`src/rtl/c1541_gcr_track.sv`:
```
// Rotates a GCR track image from an external byte buffer, serialising it at the zone bit rate into din/byte_n/sync_n; write mode stores dout back.
// din/byte_n/sync_n change on the bit-tick edge; buffer data is expected one clk after buf_addr; mtr=0 or buf_busy=1 freezes rotation.
module c1541_gcr_track (
  input  logic        i_clk,
  input  logic        i_reset_n,
  input  logic        i_ce,
  input  logic        i_mtr,
  input  logic [1:0]  i_freq,
  input  logic        i_mode,
  input  logic [7:0]  i_dout,
  input  logic        i_wps_n,
  input  logic [12:0] i_track_len,
  input  logic        i_buf_busy,
  output logic [12:0] o_buf_addr,
  input  logic [7:0]  i_buf_din,
  output logic [7:0]  o_buf_dout,
  output logic        o_buf_we,
  output logic [7:0]  o_din,
  output logic        o_sync_n,
  output logic        o_byte_n
);

  logic [5:0]  r_timer;
  logic [1:0]  r_zone;
  logic [2:0]  r_bidx;
  logic [12:0] r_addr;
  logic        r_adv;
  logic [7:0]  r_tsr;
  logic [7:0]  r_rsr;
  logic [3:0]  r_ones;
  logic [3:0]  r_rbc;
  logic [7:0]  r_din;
  logic [4:0]  r_bcnt;
  logic        r_wmode;
  logic [7:0]  r_wlat;
  logic        r_wvld;
  logic        r_we;
  logic [7:0]  r_bdout;

  logic        w_rot;
  logic [5:0]  w_period_m1;
  logic        w_tick;
  logic        w_first;
  logic        w_last;
  logic        w_bit;
  logic        w_wr;
  logic        w_rd_tick;
  logic        w_byte_wr;
  logic        w_byte_rd;
  logic        w_commit;
  logic        w_in_sync;
  logic        w_sync_end;
  logic [3:0]  w_ones_nxt;
  logic [3:0]  w_rbc_inc;
  logic [7:0]  w_rsr_nxt;
  logic [13:0] w_addr_inc;

  assign w_rot       = i_mtr & ~i_buf_busy & (i_track_len != 13'd0);
  assign w_period_m1 = 6'd63 - {2'b00, r_zone, 2'b00};
  assign w_tick      = w_rot & i_ce & (r_timer == w_period_m1);
  assign w_first     = (r_bidx == 3'd0);
  assign w_last      = (r_bidx == 3'd7);
  // At bit 0 the shift register still holds the previous byte, so take the bit straight from the buffer.
  assign w_bit       = w_first ? i_buf_din[7] : r_tsr[~r_bidx];

  // A pending read->write switch only lands on a byte boundary; write->read is immediate.
  assign w_wr        = ~i_mode & (r_wmode | w_first);
  assign w_rd_tick   = w_tick & ~w_wr;
  assign w_byte_wr   = w_tick & w_wr & w_first;
  assign w_commit    = w_tick & w_wr & w_last & r_wvld & i_wps_n;

  assign w_in_sync   = (r_ones >= 4'd10);
  assign w_sync_end  = ~w_bit & w_in_sync;
  assign w_ones_nxt  = ~w_bit ? 4'd0 : ((r_ones == 4'd15) ? 4'd15 : r_ones + 4'd1);
  assign w_rbc_inc   = r_rbc + 4'd1;
  assign w_rsr_nxt   = {r_rsr[6:0], w_bit};
  assign w_byte_rd   = w_rd_tick & ~w_sync_end & (w_ones_nxt < 4'd10) & (w_rbc_inc == 4'd8);
  assign w_addr_inc  = {1'b0, r_addr} + 14'd1;

  always_ff @(posedge i_clk or negedge i_reset_n) begin
    if (!i_reset_n) begin
      r_timer <= 6'd0;
      r_zone  <= 2'd0;
      r_bidx  <= 3'd0;
      r_tsr   <= 8'd0;
      r_adv   <= 1'b0;
      r_addr  <= 13'd0;
    end else begin
      if (w_tick) begin
        r_timer <= 6'd0;
        r_zone  <= i_freq;
        r_bidx  <= r_bidx + 3'd1;
        if (w_first) r_tsr <= i_buf_din;
      end else if (w_rot && i_ce) begin
        r_timer <= r_timer + 6'd1;
      end
      // Advance one clk after the last bit so a write strobe still sees the old address.
      r_adv <= w_tick & w_last;
      if (r_adv) r_addr <= (w_addr_inc >= {1'b0, i_track_len}) ? 13'd0 : w_addr_inc[12:0];
    end
  end

  always_ff @(posedge i_clk or negedge i_reset_n) begin
    if (!i_reset_n) begin
      r_rsr  <= 8'd0;
      r_ones <= 4'd0;
      r_rbc  <= 4'd0;
      r_din  <= 8'hFF;
    end else if (w_rd_tick) begin
      r_rsr <= w_rsr_nxt;
      if (w_sync_end) begin
        r_rbc  <= 4'd1;
        r_ones <= 4'd0;
      end else begin
        r_ones <= w_ones_nxt;
        r_rbc  <= ((w_ones_nxt >= 4'd10) || (w_rbc_inc == 4'd8)) ? 4'd0 : w_rbc_inc;
      end
      if (w_byte_rd) r_din <= w_rsr_nxt;
    end else if (r_wmode || w_byte_wr) begin
      r_ones <= 4'd0;
      r_rbc  <= 4'd0;
    end
  end

  always_ff @(posedge i_clk or negedge i_reset_n) begin
    if (!i_reset_n) begin
      r_wmode <= 1'b0;
      r_wlat  <= 8'd0;
      r_wvld  <= 1'b0;
      r_we    <= 1'b0;
      r_bdout <= 8'd0;
      r_bcnt  <= 5'd0;
    end else begin
      if (i_mode) r_wmode <= 1'b0;
      else if (w_tick && w_first) r_wmode <= 1'b1;
      if (w_byte_wr) r_wlat <= i_dout;
      // A byte interrupted by a stall or mode change is never committed.
      if (i_mode || !w_rot || (w_tick && w_last)) r_wvld <= 1'b0;
      else if (w_byte_wr) r_wvld <= 1'b1;
      r_we <= w_commit;
      if (w_commit) r_bdout <= r_wlat;
      if (w_byte_rd || w_byte_wr) r_bcnt <= 5'd16;
      else if (i_ce && (r_bcnt != 5'd0)) r_bcnt <= r_bcnt - 5'd1;
    end
  end

  assign o_buf_addr = r_addr;
  assign o_buf_dout = r_bdout;
  assign o_buf_we   = r_we;
  assign o_din      = r_din;
  assign o_sync_n   = ~(w_rot & w_in_sync);
  assign o_byte_n   = ~(w_rot & (r_bcnt != 5'd0));

endmodule
```
`config.mk`:
```
export PLATFORM = sky130hd
export DESIGN_NAME = c1541_gcr_track
export DESIGN_NICKNAME = d
export VERILOG_FILES = /design/src/rtl/c1541_gcr_track.sv
export SDC_FILE = /design/constraint.sdc
export NUM_CORES = 1
export LEC_CHECK = 0
export ABC_AREA = 1
export BUFFER_PORTS_ARGS = -buffer_cell sky130_fd_sc_hd__buf_2
export CAP_MARGIN = 20
export CORE_ASPECT_RATIO = 1.75
export CORE_MARGIN = 3
export CORE_UTILIZATION = 55
export CTS_BUF_LIST = sky130_fd_sc_hd__clkbuf_8
export CTS_CLUSTER_SIZE = 25
export DETAILED_ROUTE_END_ITERATION = 8
export PLACE_DENSITY = 0.77
export SKIP_LAST_GASP = 1
export SLEW_MARGIN = 15
export SYNTH_ARGS = -nofsm -noshare
export SYNTH_HDL_FRONTEND = slang
export SYNTH_SLANG_ARGS = --single-unit
```
`constraint.sdc`:
```
create_clock -name i_clk -period 3.13 [get_ports i_clk]
set_input_delay 0.1565 -clock i_clk [delete_from_list [all_inputs] [get_ports i_clk]]
set_output_delay 0.1565 -clock i_clk [all_outputs]
set_load 0.01 [all_outputs]
```
==> results of run 1 <==
## worst paths after layout
check,startpoint,endpoint,cells after the start
max in group asynchronous,i_reset_n,r_wlat[4]$_DFFE_PN0P_,2
min,i_dout[3],r_wlat[3]$_DFFE_PN0P_,3
max,o_buf_addr[0]$_DFFE_PN0P_,o_buf_addr[5]$_DFFE_PN0P_,12
min reg2reg,o_din[6]$_DFFE_PN1P_,o_din[6]$_DFFE_PN1P_,2
min in group asynchronous,i_reset_n,r_rsr[3]$_DFFE_PN0P_,2
max reg2reg,o_buf_addr[0]$_DFFE_PN0P_,o_buf_addr[5]$_DFFE_PN0P_,12
## worst reg2reg max path: cells and delay by family (launching register included)
family	cells	cell delay (ns)
simple gates	7	1.08
flops	1	0.49
xor+xnor	1	0.26
fa+ha+maj	2	0.54
buf+inv	2	0.27
## sequential cells by signal (all words and copies together), names as in the netlist, 3 cells and up
name	cells
r_bidx	3
o_din	8
o_buf_dout	8
r_bcnt	5
r_rsr	7
r_tsr	8
r_timer	6
o_buf_addr	13
r_rbc	4
r_ones	4
r_wlat	8
## what timing repair did
item                                   CTS  global route
resized for setup                        0             0
hold buffers                             3             0
endpoints found under the hold margin   54             0
## Yosys cell counts (all sizes together)
cell type and n:
a31o 1, clkinv 1, buf 10, nand2 200, clkbuf 2, a21o 1, nor3 7, nor2 67
a21oi 18, dfstp 8, xnor2 2, inv 82, o22ai 1, o211ai 1, nor4 2, nand3 36
ha 24, dfrtp 72, o21ai 18, nand3b 2, o21bai 1, nand4 34, xor2 10
## logic make-up after synthesis
logic type	Yosys count	synth area share, %
compound gates	41	4.84
buf+inv	95	8.53
simple gates	348	33.8
flops	80	43.9
xor+xnor	12	2.30
fa+ha+maj	24	6.56
## metrics by stage
step	cell area (µm²)	power, W
4_1_cts	5270	0.00239
3_3_place_gp	5000	0.00145
6_report	5270	0.00237
3_5_place_dp	5000	0.00147
2_1_floorplan	4580	0.00137
5_1_grt	5270	0.00249
## layout by cell type, fill, tap and decap left out, drive strengths merged
master	synthesis	layout
nand4	34	34
nor4	2	2
inv	82	82
xor2	10	10
o21ai	18	18
clkinv	1	4
clkbuf	2	9
nand3b	2	2
nor2	67	67
dfstp	8	8
nand2	200	200
nand3	36	36
nor3	7	7
xnor2	2	2
o22ai	1	1
bufinv	0	3
ha	24	24
a21oi	18	18
o21bai	1	1
dfrtp	72	72
dlygate4sd3	0	3
a31o	1	1
clkinvlp	0	1
buf	10	74
a21o	1	1
o211ai	1	1
## metal layers
metal / vias up / global-route usage (%) / share of wire (%)
met5: - / 0 / 0
met4: 0 / 10.1 / 3.0
met3: 23 / 4.68 / 4.2
met2: 122 / 44.6 / 55
met1: 1924 / 28.8 / 38
li1: 2061 / - / -
## where the power goes
group / switching [W] / internal (W)
Clock: 0.000382 / 0.000531
Sequential: 0.0000615 / 0.00110
Combinational: 0.000169 / 0.000120
## area by class of cell
cell class | count | area (µm²) | share of cell area [%]
Clock inverter | 7 | 120 | 2.28
Sequential cell | 80 | 2010 | 38.2
Tap cell | 90 | 113 | 2.14
Clock buffer | 9 | 124 | 2.35
Timing Repair Buffer | 77 | 415 | 7.88
Multi-Input combinational cell | 425 | 2180 | 41.3
Inverter | 83 | 312 | 5.91
==> flow_metrics.tcl, run 1 <==
set metrics [dict create \
    slowest_delay_ns 0.49 \
    holdWs_ns 0.0267 \
    grt_max_degree 81 \
    core_um2 8020 \
    via_per_inst 5.36 \
    synthCells 600 \
    fin_crit_sh_pct 87.8 \
    setup_viol 0 \
    utilization_pct 65.8 \
    syn_avg_cell_area_um2 7.63 \
    rsz0062_at_grt "false" \
    die_area_um2 9500 \
    die_w_um 75.0 \
    nets 738 \
    synth.area.top_cells "dfrtp_1 (39%), nand2_1 (16%), ha_1 (6.6%)" \
    period_needed_ns 2.75 \
    preCtsSetupSlack_ns 0.404 \
    crit_slowest_cell "dfrtp_1" \
    skew_ns 0.0100 \
    setup_ws_ns 0.381 \
    io_pins 70 \
    cts.sinks 80 \
    tightest_slew_ns 1.00 \
    worst-setup-path-type "flip-flop to flip-flop" \
    gp_congestion 0.956 \
    synth_top_cell_area_share_pct 39.4 \
    leakage_nw 3.06 \
    arrival_ns 2.99 \
    worst_setup_path_start_kind "flip-flop" \
    hold_viol_final 0 \
    grt_usage_pct 25.2 \
    power_density_nw_per_um2 449 \
    cp-end-kind "flip-flop" \
    start_util_pct 57.1 \
    synth_area_um2 4580 \
    area_delta_synth_final_pct 15.1 \
    cts_buffers 9 \
    cts_tree "built" \
    grt.overflow.total 0 \
    post_drt_wl_per_cell_um 14.2 \
    portBuffers 69 \
    ys_seq_area_share_pct 43.9 \
    required_ns 3.37 \
    cts_setup_buffers 0 \
    path_cells "ha_1, nand2_1, nor2_1, xor2_1, inv_1, ha_1, nand2_1, nor4_1, nand3_1, buf_4, nand4_1, nand2_1" \
    die_y_um 127 \
    via_count 4130 \
    antenna_found_initial 0 \
    core.rowCount 43 \
    htreeDepth 3 \
    yosys.area.top_type "dfrtp_1" \
    reg2reg_slack_ns 0.38 \
    syn_nets 662 \
    grt_pass1_wl_um 18400 \
    place_inst 752 \
    clkTransAtPathRegs_ns 0.09 \
    cp_common_cell "nand2_1" \
    hp-class "input port to flip-flop" \
    drtIter0Drc 292 \
    first_pass_iters 6 \
    grt_pass1_vias 3996 \
    antenna_cells 0 \
    max_freq_mhz 364 \
    cts_root_buffer "clkbuf_8" \
    ant_nets 0 \
    nFillCells 703 \
    status "finished clean" \
    cpLargestDelayFamily "simple AND/OR/NAND/NOR gates" \
    cp_num_buf_inv 2 \
    yosysUniqueCellTypes 35 \
    clockBufferDepth 2 \
    yosysWarnings 0 \
    setup_tns_ns 0 \
    drv_slew 0 \
    clk_latency_ns 0.36 \
    cap_violations 0 \
    finalWirelength_um 11000 \
    drc 0 \
    ir_drop_v 0.000364 \
    fin_cells 771 \
    hpwlAfterDp_um 8080 \
    drive_gt1_share_pct 17.0 \
    ys_seq_elements 80 \
    worstPathMaxFanout 13 \
    slew_headroom_pct 33.2 \
]
No activity file was read; power rests on OpenSTA's default activity.
==> run 2: changes to the inputs <==
--- a/config.mk
+++ b/config.mk
@@ -10,11 +10,12 @@
 export CAP_MARGIN = 20
 export CORE_ASPECT_RATIO = 1.75
 export CORE_MARGIN = 3
-export CORE_UTILIZATION = 55
+export CORE_UTILIZATION = 59
 export CTS_BUF_LIST = sky130_fd_sc_hd__clkbuf_8
 export CTS_CLUSTER_SIZE = 25
 export DETAILED_ROUTE_END_ITERATION = 8
-export PLACE_DENSITY = 0.77
+export GPL_ROUTABILITY_DRIVEN = 1
+export PLACE_DENSITY = 0.81
 export SKIP_LAST_GASP = 1
 export SLEW_MARGIN = 15
 export SYNTH_ARGS = -nofsm -noshare
==> run 2 against run 1 <==
Clock power is essentially flat. Largest power group unchanged. Largest cell class unchanged. Combinational power decreased by 2%. Die area down 6.3%. Register-to-register slack got worse by 0.19 ns. Critical path depth is 2 higher. Utilization increased by 5.7 points.
==> flow_metrics.tcl, run 2 (synthesized netlist as in run 1, its figures left out) <==
set metrics [dict create \
    io_pins 70 \
    cap_violations 0 \
    via_count 4125 \
    clkTransAtPathRegs_ns 0.08 \
    drc 0 \
    layout_common_cells "nand2_1 (195), inv_1 (80), dfrtp_1 (72)" \
    ir_drop_v 0.000428 \
    regArea_um2 2010 \
    tightest_slew_ns 0.970 \
    worstPathMaxFanout 13 \
    core_um2 7390 \
    hp-class "input port to flip-flop" \
    cts_root_buffer "clkbuf_8" \
    drtIter0Drc 258 \
    area_delta_synth_final_pct 15.3 \
    nFillCells 621 \
    status "finished clean" \
    clk_latency_ns 0.36 \
    cts.sinks 80 \
    cts_tree "built" \
    gp_congestion 0.900 \
    busiest_layer "met2" \
    cts_buffers 9 \
    grt_pass1_wl_um 17000 \
    setup_viol 0 \
    grt_usage_pct 24.2 \
    place_inst 750 \
    max_freq_mhz 340 \
    final_common_cell "nand2_1" \
    grt.overflow.total 0 \
    die_area_um2 8890 \
    drv_slew 0 \
    power.total_w 0.00236 \
    start_util_pct 62.0 \
    fin_cells 768 \
    first_pass_iters 5 \
    ant_nets 0 \
    grt_util_met1_pct 25.5 \
    grt_max_degree 81 \
    htreeDepth 3 \
    via_per_inst 5.37 \
    worst_setup_path_start_kind "flip-flop" \
    required_ns 3.38 \
    cp-end-kind "flip-flop" \
    clockBufferDepth 2 \
    grt_util_met3_pct 5.90 \
    setup_tns_ns 0 \
    die_y_um 123 \
    leakage_nw 3.07 \
    hpwlAfterDp_um 7640 \
    slew_headroom_pct 35.3 \
    arrival_ns 3.18 \
    core.rowCount 41 \
    power_density_nw_per_um2 448 \
    grt_pass1_vias 4053 \
    worst-setup-path-type "flip-flop to flip-flop" \
    finalWirelength_um 10100 \
    rsz0062_at_grt "false" \
    multi_input_area_um2 2180 \
    portBuffers 69 \
    period_needed_ns 2.94 \
    die_w_um 72.6 \
    largest_reg_flops 13 \
    antenna_found_initial 0 \
    grt_use_met2_pct 43.7 \
    hold_viol_final 0 \
    antenna_cells 0 \
    post_drt_wl_per_cell_um 13.2 \
    nets 739 \
    skew_ns 0.00966 \
    holdWs_ns 0.0220 \
    drive_gt1_share_pct 17.4 \
    fin_crit_sh_pct 93.9 \
]
## run 2: worst max-delay path, cell delays in order, from the launching register on
cell     delay (ns)
dfrtp_1        0.47
ha_1           0.30
nand2_1        0.09
nor2_1         0.07
buf_4          0.16
a31o_2         0.20
nand2_1        0.08
inv_1          0.05
ha_1           0.27
nand2_1        0.12
nor4_2         0.50
nand3_1        0.14
buf_4          0.22
nand4_1        0.11
nand2_1        0.06
## run 2: area by class of cell
type                       count  share of cell area [%]
clock buffer                   9                    2.35
clock inverter                 7                    2.28
inverter                      83                    5.90
multi-input combinational    425                    41.3
sequential                    80                    38.1
tap                           86                    2.04
timing repair buffer          78                    7.97
## run 2: stage by stage
| step | worst slack, ns | instance area [µm²] | util [%] |
|---|---|---|---|
| CTS | 0.0941 | 5270 | 71.4 |
| detailed placement | 0.118 | 5010 | 67.8 |
| global route | 0.0451 | 5280 | 71.4 |
| floorplan | 0.671 | 4580 | - |
| finish | 0.192 | 5280 | 71.4 |
| global placement | 0.194 | 5010 | 67.8 |
## run 2: layer usage
metal  share of wire, %  vias to the layer above
li1                   -                     2065
met1                 38                     1919
met2                 54                      120
met3                5.6                       21
met4                2.8                        0
met5                  0                        -
## run 2: timing repair
item,CTS,global route
setup buffers,0,0
hold endpoints to repair,71,0
hold buffers,2,0
gates resized for setup,0,1
setup endpoints to repair,0,13
## run 2: final timing paths
check                                       endpoint  slack, ns                      start  cells after the start
hold reg to reg                 o_din[1]$_DFFE_PN1P_       0.47       o_din[1]$_DFFE_PN1P_                      2
min in group asynchronous       r_rsr[2]$_DFFE_PN0P_       0.50                  i_reset_n                      2
setup / recovery           o_buf_addr[4]$_DFFE_PN0P_       0.19  o_buf_addr[0]$_DFFE_PN0P_                     14
max in group asynchronous      r_zone[0]$_DFFE_PN0N_       2.01                  i_reset_n                      2
hold / removal                 r_zone[1]$_DFFE_PN0N_       0.02                  i_freq[1]                      3
setup reg to reg           o_buf_addr[4]$_DFFE_PN0P_       0.19  o_buf_addr[0]$_DFFE_PN0P_                     14
## run 2: power breakdown
group	internal, W	leakage [nW]	switching (W)
registers	0.00110	0.941	0.0000638
logic	0.000119	2.01	0.000163
clock network	0.000531	0.119	0.000382
total	0.00175	3.07	0.000609
